<file path="src/rtl/vram_scanout_pkg.sv">
// vram_scanout_pkg: 640x480@60 timing constants, pixel/sync types and the NTSC TIA palette table
package vram_scanout_pkg;
   localparam int H_VISIBLE = 640;
   localparam int H_FP      = 16;
   localparam int H_SYNC    = 96;
   localparam int H_BP      = 48;
   localparam int H_TOTAL   = H_VISIBLE + H_FP + H_SYNC + H_BP;
   localparam int V_VISIBLE = 480;
   localparam int V_FP      = 10;
   localparam int V_SYNC    = 2;
   localparam int V_BP      = 33;
   localparam int V_TOTAL   = V_VISIBLE + V_FP + V_SYNC + V_BP;
   localparam int FB_STRIDE = 160;

   typedef struct packed {
      logic [7:0] r;
      logic [7:0] g;
      logic [7:0] b;
   } rgb_t;

   // per-pixel control bits carried alongside the colour through the pipeline
   typedef struct packed {
      logic de;
      logic hs;
      logic vs;
      logic frame;
      logic odd;
   } sync_t;

   // indexed by COLUx[7:1]: 16 hues x 8 luminances
   localparam logic [23:0] NTSC_PAL [128] = '{
      24'h000000, 24'h4a4a4a, 24'h6f6f6f, 24'h8e8e8e, 24'haaaaaa, 24'hc0c0c0, 24'hd6d6d6, 24'hececec,
      24'h484800, 24'h69690f, 24'h86861d, 24'ha2a22a, 24'hbbbb35, 24'hd2d240, 24'he8e84a, 24'hfcfc54,
      24'h7c2c00, 24'h904811, 24'ha26221, 24'hb47a30, 24'hc3903d, 24'hd2a44a, 24'hdfb755, 24'hecc860,
      24'h901c00, 24'ha33915, 24'hb55328, 24'hc66c3a, 24'hd5824a, 24'he39759, 24'hf0aa67, 24'hfcbc74,
      24'h940000, 24'ha71a1a, 24'hb83232, 24'hc84848, 24'hd65c5c, 24'he46f6f, 24'hf08080, 24'hfc9090,
      24'h840064, 24'h97197a, 24'ha8308f, 24'hb846a2, 24'hc659b3, 24'hd46cc3, 24'he07cd2, 24'hec8ce0,
      24'h500084, 24'h68199a, 24'h7d30ad, 24'h9246c0, 24'ha459d0, 24'hb56ce0, 24'hc57cee, 24'hd48cfc,
      24'h140090, 24'h331aa3, 24'h4e32b5, 24'h6848c6, 24'h7f5cd5, 24'h956fe3, 24'ha980f0, 24'hbc90fc,
      24'h000094, 24'h181aa7, 24'h2d32b8, 24'h4248c8, 24'h545cd6, 24'h656fe4, 24'h7580f0, 24'h8490fc,
      24'h001c88, 24'h183b9d, 24'h2d57b0, 24'h4272c2, 24'h548ad2, 24'h65a0e1, 24'h75b5ef, 24'h84c8fc,
      24'h003064, 24'h185080, 24'h2d6d98, 24'h4288b0, 24'h54a0c5, 24'h65b7d9, 24'h75cceb, 24'h84e0fc,
      24'h004030, 24'h18624e, 24'h2d8169, 24'h429e82, 24'h54b899, 24'h65d1ae, 24'h75e7c2, 24'h84fcd4,
      24'h004400, 24'h1a661a, 24'h328432, 24'h48a048, 24'h5cba5c, 24'h6fd26f, 24'h80e880, 24'h90fc90,
      24'h143c00, 24'h355f18, 24'h527e2d, 24'h6e9c42, 24'h87b754, 24'h9ed065, 24'hb4e775, 24'hc8fc84,
      24'h303800, 24'h505916, 24'h6d762b, 24'h88923e, 24'ha0ab4f, 24'hb7c25f, 24'hccd86e, 24'he0ec7c,
      24'h482c00, 24'h694d14, 24'h866a26, 24'ha28638, 24'hbb9f47, 24'hd2b656, 24'he8cc63, 24'hfce070
   };
endpackage

</file>
<file path="src/rtl/ntsc_palette.sv">
// ntsc_palette: registered 128-entry TIA colour index to 24-bit RGB lookup
module ntsc_palette
   import vram_scanout_pkg::*;
(
   input  logic       clk,
   input  logic [6:0] idx,
   output rgb_t       rgb
);
   // one-cycle ROM read; no reset, the consumer blanks it with its own DE
   always_ff @(posedge clk)
      rgb <= NTSC_PAL[idx];
endmodule

</file>
<file path="src/rtl/vram_scanout.sv">
// vram_scanout: 640x480 scan-out with 4x/2x frame-buffer replication; SCANLINES_EN halves odd lines
module vram_scanout
   import vram_scanout_pkg::*;
#(
   parameter int H_VIS = H_VISIBLE,
   parameter int V_VIS = V_VISIBLE,
   parameter int FB_W  = FB_STRIDE,
   parameter int FB_H  = 240
) (
   input  logic        clk_i,
   input  logic        rst_ni,
   output logic [15:0] vga_addr,
   input  logic [6:0]  vga_data,
   output logic [7:0]  vga_r,
   output logic [7:0]  vga_g,
   output logic [7:0]  vga_b,
   output logic        vga_de,
   output logic        vga_hs,
   output logic        vga_vs,
   output logic        frame_o
);
   localparam int H_TOT  = H_VIS + H_FP + H_SYNC + H_BP;
   localparam int V_TOT  = V_VIS + V_FP + V_SYNC + V_BP;
   localparam int HS_BEG = H_VIS + H_FP;
   localparam int VS_BEG = V_VIS + V_FP;
`ifdef SCANLINES_EN
   localparam bit DIM = 1'b1;
`else
   localparam bit DIM = 1'b0;
`endif

   logic [9:0]  h, v;
   logic [15:0] line_base;
   logic        h_end, v_end;
   sync_t       sync_now;
   sync_t [2:0] sync_d;
   rgb_t        pix, shade;

   assign h_end    = h == 10'(H_TOT - 1);
   assign v_end    = v == 10'(V_TOT - 1);
   assign sync_now = {h < 10'(H_VIS) && v < 10'(V_VIS),
                      h >= 10'(HS_BEG) && h < 10'(HS_BEG + H_SYNC),
                      v >= 10'(VS_BEG) && v < 10'(VS_BEG + V_SYNC),
                      v == 10'(V_VIS) && h == '0,
                      v[0]};

   // raster position; v advances at the end of each line
   always_ff @(posedge clk_i)
      if (!rst_ni) begin
         h <= '0;
         v <= '0;
      end else begin
         h <= h_end ? '0 : h + 10'd1;
         if (h_end) v <= v_end ? '0 : v + 10'd1;
      end

   // line_base steps one stride after every second line, so no multiplier is needed
   always_ff @(posedge clk_i)
      if (!rst_ni) begin
         line_base <= '0;
         vga_addr  <= '0;
      end else begin
         if (sync_now.de) vga_addr <= line_base + 16'(h[9:2]);
         if (h_end && v_end) line_base <= '0;
         else if (h_end && v[0] && v < 10'(2 * FB_H - 1)) line_base <= line_base + 16'(FB_W);
      end

   // three-stage delay matching address, RAM and palette latency
   always_ff @(posedge clk_i)
      if (!rst_ni) sync_d <= '0;
      else sync_d <= {sync_d[1:0], sync_now};

   ntsc_palette u_pal (
      .clk (clk_i),
      .idx (vga_data),
      .rgb (pix)
   );

   assign shade = (DIM && sync_d[2].odd) ? {1'b0, pix.r[7:1], 1'b0, pix.g[7:1], 1'b0, pix.b[7:1]} : pix;
   assign {vga_r, vga_g, vga_b} = sync_d[2].de ? shade : '0;
   assign vga_de  = sync_d[2].de;
   assign vga_hs  = sync_d[2].hs;
   assign vga_vs  = sync_d[2].vs;
   assign frame_o = sync_d[2].frame;
endmodule

</file>
<file path="config.mk">
export PLATFORM = sky130hd
export DESIGN_NAME = vram_scanout
export DESIGN_NICKNAME = d
export VERILOG_FILES = /design/src/rtl/vram_scanout_pkg.sv /design/src/rtl/ntsc_palette.sv /design/src/rtl/vram_scanout.sv
export SDC_FILE = /design/constraint.sdc
export NUM_CORES = 1
export LEC_CHECK = 0
export CORE_MARGIN = 1
export CORE_UTILIZATION = 40
export CTS_BUF_LIST = sky130_fd_sc_hd__clkbuf_2
export CTS_CLUSTER_DIAMETER = 100
export CTS_CLUSTER_SIZE = 28
export DETAILED_ROUTE_END_ITERATION = 6
export PLACE_DENSITY_LB_ADDON = 0.2
export SLEW_MARGIN = 5
export SYNTH_ARGS = -nofsm -noshare
export SYNTH_HDL_FRONTEND = slang
export SYNTH_SLANG_ARGS = --single-unit
</file>
<file path="constraint.sdc">
create_clock -name clk_i -period 6.5 [get_ports clk_i]
set_clock_uncertainty 0.15 [all_clocks]
set_input_delay 1.3 -clock clk_i [delete_from_list [all_inputs] [get_ports clk_i]]
set_output_delay 1.3 -clock clk_i [all_outputs]
set_load 0.01 [all_outputs]
</file>
==> summary.md <==
| Metric | Value |
|---|---|
| Clk pin slew, worst setup/hold paths | `0.26 ns` |
| Slew margin rel. | `34.62%` |
| Pwr Total | `1.153 mW` |
| Number of flops mapped to enable cells by yosys | `0` |
| # fillers | `1,719` |
| Crit path time final | `4.376 ns` |
| Fin. Hold Viols | `0` |
| Placer Congestion | `0.9596` |
| Gate Count Post-Synth | `891` |
| Dominant register cell in the synthesized netlist | `dfxtp_1` |
| Grt ovf | `0` |
| Fraction of layout cells with a size suffix above 1 | `7.571%` |
| Cts repair resizes | `0` |
| Seq cells post-synth | `83` |
| Std-Cell Rows | `47` |
| Worst Path Buf+Inv | `2` |
| Mapped Area | `6746 um^2` |
| Met1 WL | `10,060 um` |
| Post-DP HPWL | `15,840 um` |
| Run status | `finished with violations` |
| Final Hold Slack | `0.2936 ns` |
| Met3 wire len | `2245 um` |
| Die Ht | `131.9 um` |
| Met2 routed WL | `9757 um` |
| Die Width | `131.9 um` |
| Post-route cell area | `7321 um^2` |
| Yosys cell types | `88` |
| Failing checks | `design-rule violations` |
| Worst skew pair latency | `0.62 ns` |
| Post-Place Cell Area | `7208 um^2` |
| Largest net degree at the start of global routing | `99` |
| Max incr delay on CP | `0.89 ns` |
| Post-Syn Area per Cell | `7.572 um^2` |
| Critical path's slowest cell | `clkdlybuf4s50_1` |
| Placed cells | `1,089` |
| Core area | `16,520 um^2` |
| # port buffers | `52` |
| Max-cap violations | `0` |
| CTS tree | `yes` |
| Critical Path RT | `6.88 ns` |
| CP top delay family | `buffers and inverters` |
| Synth area leader | `dfxtp_1` |
| Gate power share | `28.5%` |
| Synth Warn # | `0` |
| VDD IR-drop max | `0.06133 mV` |
| CTS HTree Levels | `3` |
| Storage element area | `1662 um^2` |
| Vias | `7,023` |
| Top cell type's share of synthesized area | `24.63%` |
| Initial antenna violation count | `1` |
| Iter 0 DRT Violations | `1,101` |
| Critical Path Start Type | `input port` |
| Synth-to-Final Area Change | `8.513%` |
| Antenna-violating nets left | `0` |
| Final Max Tran Viols | `0` |
| CP dominant cell by count | `mux4_2` |
| Reg power frac | `47.4%` |
| Worst-margin pin slew | `0.9807 ns` |
| WL/cell | `20.83 um` |
| CTS sink count | `83` |
| Global-route wire length before repair | `36,230 um` |
| FFs w/ async S/R, synth | `0%` |
| Final WL | `23,040 um` |
| Static Leak | `2.599 nW` |
| RSZ-0062 raised after global routing | `no` |
| WP data arrival | `4.76 ns` |
| Ranking of synthesized cells by area | `dfxtp_1 25%, a21oi_1 5.4%, nor2_1 4.7%` |
| Vias in the first global route | `6,289` |
| Sequential-to-total area share from yosys stat | `24.63%` |
| Cts bufs inserted | `9` |
| Total Neg Setup Slack | `0 ns` |
| Worst Setup Path Type | `input port to flip-flop` |
| Clock share of power | `24.1%` |
| Root buf cell | `clkbuf_2` |
| Clock Tree Buf Depth | `2` |
| Syn nets | `923` |
| Crit-path max FO | `19` |
| Total Routing Usage GR | `26.49%` |
| Final Setup Violations | `0` |
| Pre-antenna DRT Iters | `7` |
| Highest routed layer | `met4` |
| Peak Freq | `228.5 MHz` |
| Critical path endpoint category | `flip-flop` |
| Pint | `0.7123 mW` |
| Crit-path cells | `clkdlybuf4s50_1 -> inv_1 -> ha_1 -> nand2b_1 -> nand2_1 -> mux4_2 -> mux4_2` |
| Postcts setup bufs | `0` |
| Die area | `17,390 um^2` |
| Hold-fix buffers, CTS | `0` |
| Post-Layout Cell Count | `1,106` |
| Starting Density | `40.83%` |
| Switching fraction of total power | `38.23%` |
| Worst hold path class | `flip-flop to flip-flop` |
| Crit share post-route | `67.33%` |
| Final Net Count | `912` |
| Net Sw Power | `0.4408 mW` |
| # DRC | `1` |
| Multi-input gate area | `4607 um^2` |
| Via density | `6.350` |
| Pwr Density | `157.5 nW/um^2` |
| Num ports | `53` |
-- layout make-up --
| cell class | instances | share of cell area [%] |
|---|---|---|
| antenna | 1 | 0.03418 |
| clock buffer | 9 | 0.6153 |
| clock inverter | 7 | 0.8887 |
| inverter | 17 | 0.8716 |
| multi-input combinational | 704 | 62.93 |
| sequential | 83 | 22.70 |
| tap | 220 | 3.760 |
| timing repair buffer | 65 | 8.204 |
-- worst paths after layout --
check / startpoint / end / slack [ns] / depth (start not counted)
setup reg to reg: h[0]$_SDFF_PP0_ / line_base[12]$_SDFFE_PP0P_ / 4.07 / 5
hold reg to reg: sync_d[6]$_SDFF_PN0_ / frame_o$_SDFF_PN0_ / 0.29 / 1
hold / removal: sync_d[6]$_SDFF_PN0_ / frame_o$_SDFF_PN0_ / 0.29 / 1
setup / recovery: vga_data[0] / u_pal.rgb[0]$_DFF_P_ / 2.12 / 7
-- metal layers --
metal  track usage (%)  vias up
li1                  -     3246
met1             37.00     3264
met2             38.33      448
met3             5.037       65
met4             14.15        0
met5                 0        -
-- synthesized netlist by cell type (20+ instances only) --
| cell | n |
|---|---|
| a21oi_1 | 73 |
| and2_1 | 39 |
| buf_2 | 36 |
| clkbuf_1 | 37 |
| dfxtp_1 | 83 |
| ha_1 | 22 |
| nand2_1 | 83 |
| nand2b_1 | 20 |
| nand3_1 | 29 |
| nor2_1 | 84 |
| nor3_1 | 20 |
| o21ai_0 | 43 |
| xnor2_1 | 20 |
-- cell families (layout without fill, tap and decap cells) --
family                   Yosys count  in the layout  share of synthesized area, %
AO/OA/AOI/OAI                    270            270                         27.08
adder cells (fa/ha/maj)           23             23                         4.377
AND/OR/NAND/NOR                  353            353                         26.91
XOR/XNOR                          38             38                         5.045
buffers and inverters            104             98                         7.084
other                              0              1                             0
multiplexers                      20             20                         4.878
flip-flops                        83             83                         24.63
-- placed cells by master (no fill, tap or decap), types with 10 or more instances in the layout --
master / instances
a211oi_1: 18
a21oi_1: 73
a311oi_1: 18
a31oi_1: 15
and2_1: 39
buf_4: 14
clkdlybuf4s50_1: 48
dfxtp_1: 83
ha_1: 22
inv_1: 14
mux4_2: 10
nand2_1: 83
nand2b_1: 20
nand3_1: 29
nor2_1: 84
nor2b_1: 18
nor3_1: 20
o211ai_1: 14
o21ai_0: 43
o311ai_0: 10
or3_1: 10
xnor2_1: 20
xor2_1: 17
-- flip-flops by register name, indices dropped and copies added, names as in the netlist --
register   cells
vga_vs         1
h             10
sync_d         8
vga_addr      16
vga_hs         1
vga_de         1
v             10
line_base     11
frame_o        1
u_pal.rgb     24
-- through the flow --
step | setup slack [ns] | util, %
2_1_floorplan | 2.925 | -
3_3_place_gp | 1.683 | 43.62
3_5_place_dp | 1.533 | 43.62
4_1_cts | 2.271 | 44.29
5_1_grt | 2.040 | 44.30
6_report | 2.124 | 44.30
-- power by group through the flow --
| stage | logic (mW) | registers [mW] | clock network [mW] |
|---|---|---|---|
| after detailed placement | 0.315 | 0.556 | 0 |
| after global routing | 0.348 | 0.549 | 0.312 |
| after floorplan | 0.230 | 0.548 | 0 |
| final | 0.329 | 0.546 | 0.278 |
| after global placement | 0.319 | 0.557 | 0 |
| after CTS | 0.316 | 0.547 | 0.292 |
Note: power is estimated with default switching activity, not from simulation.
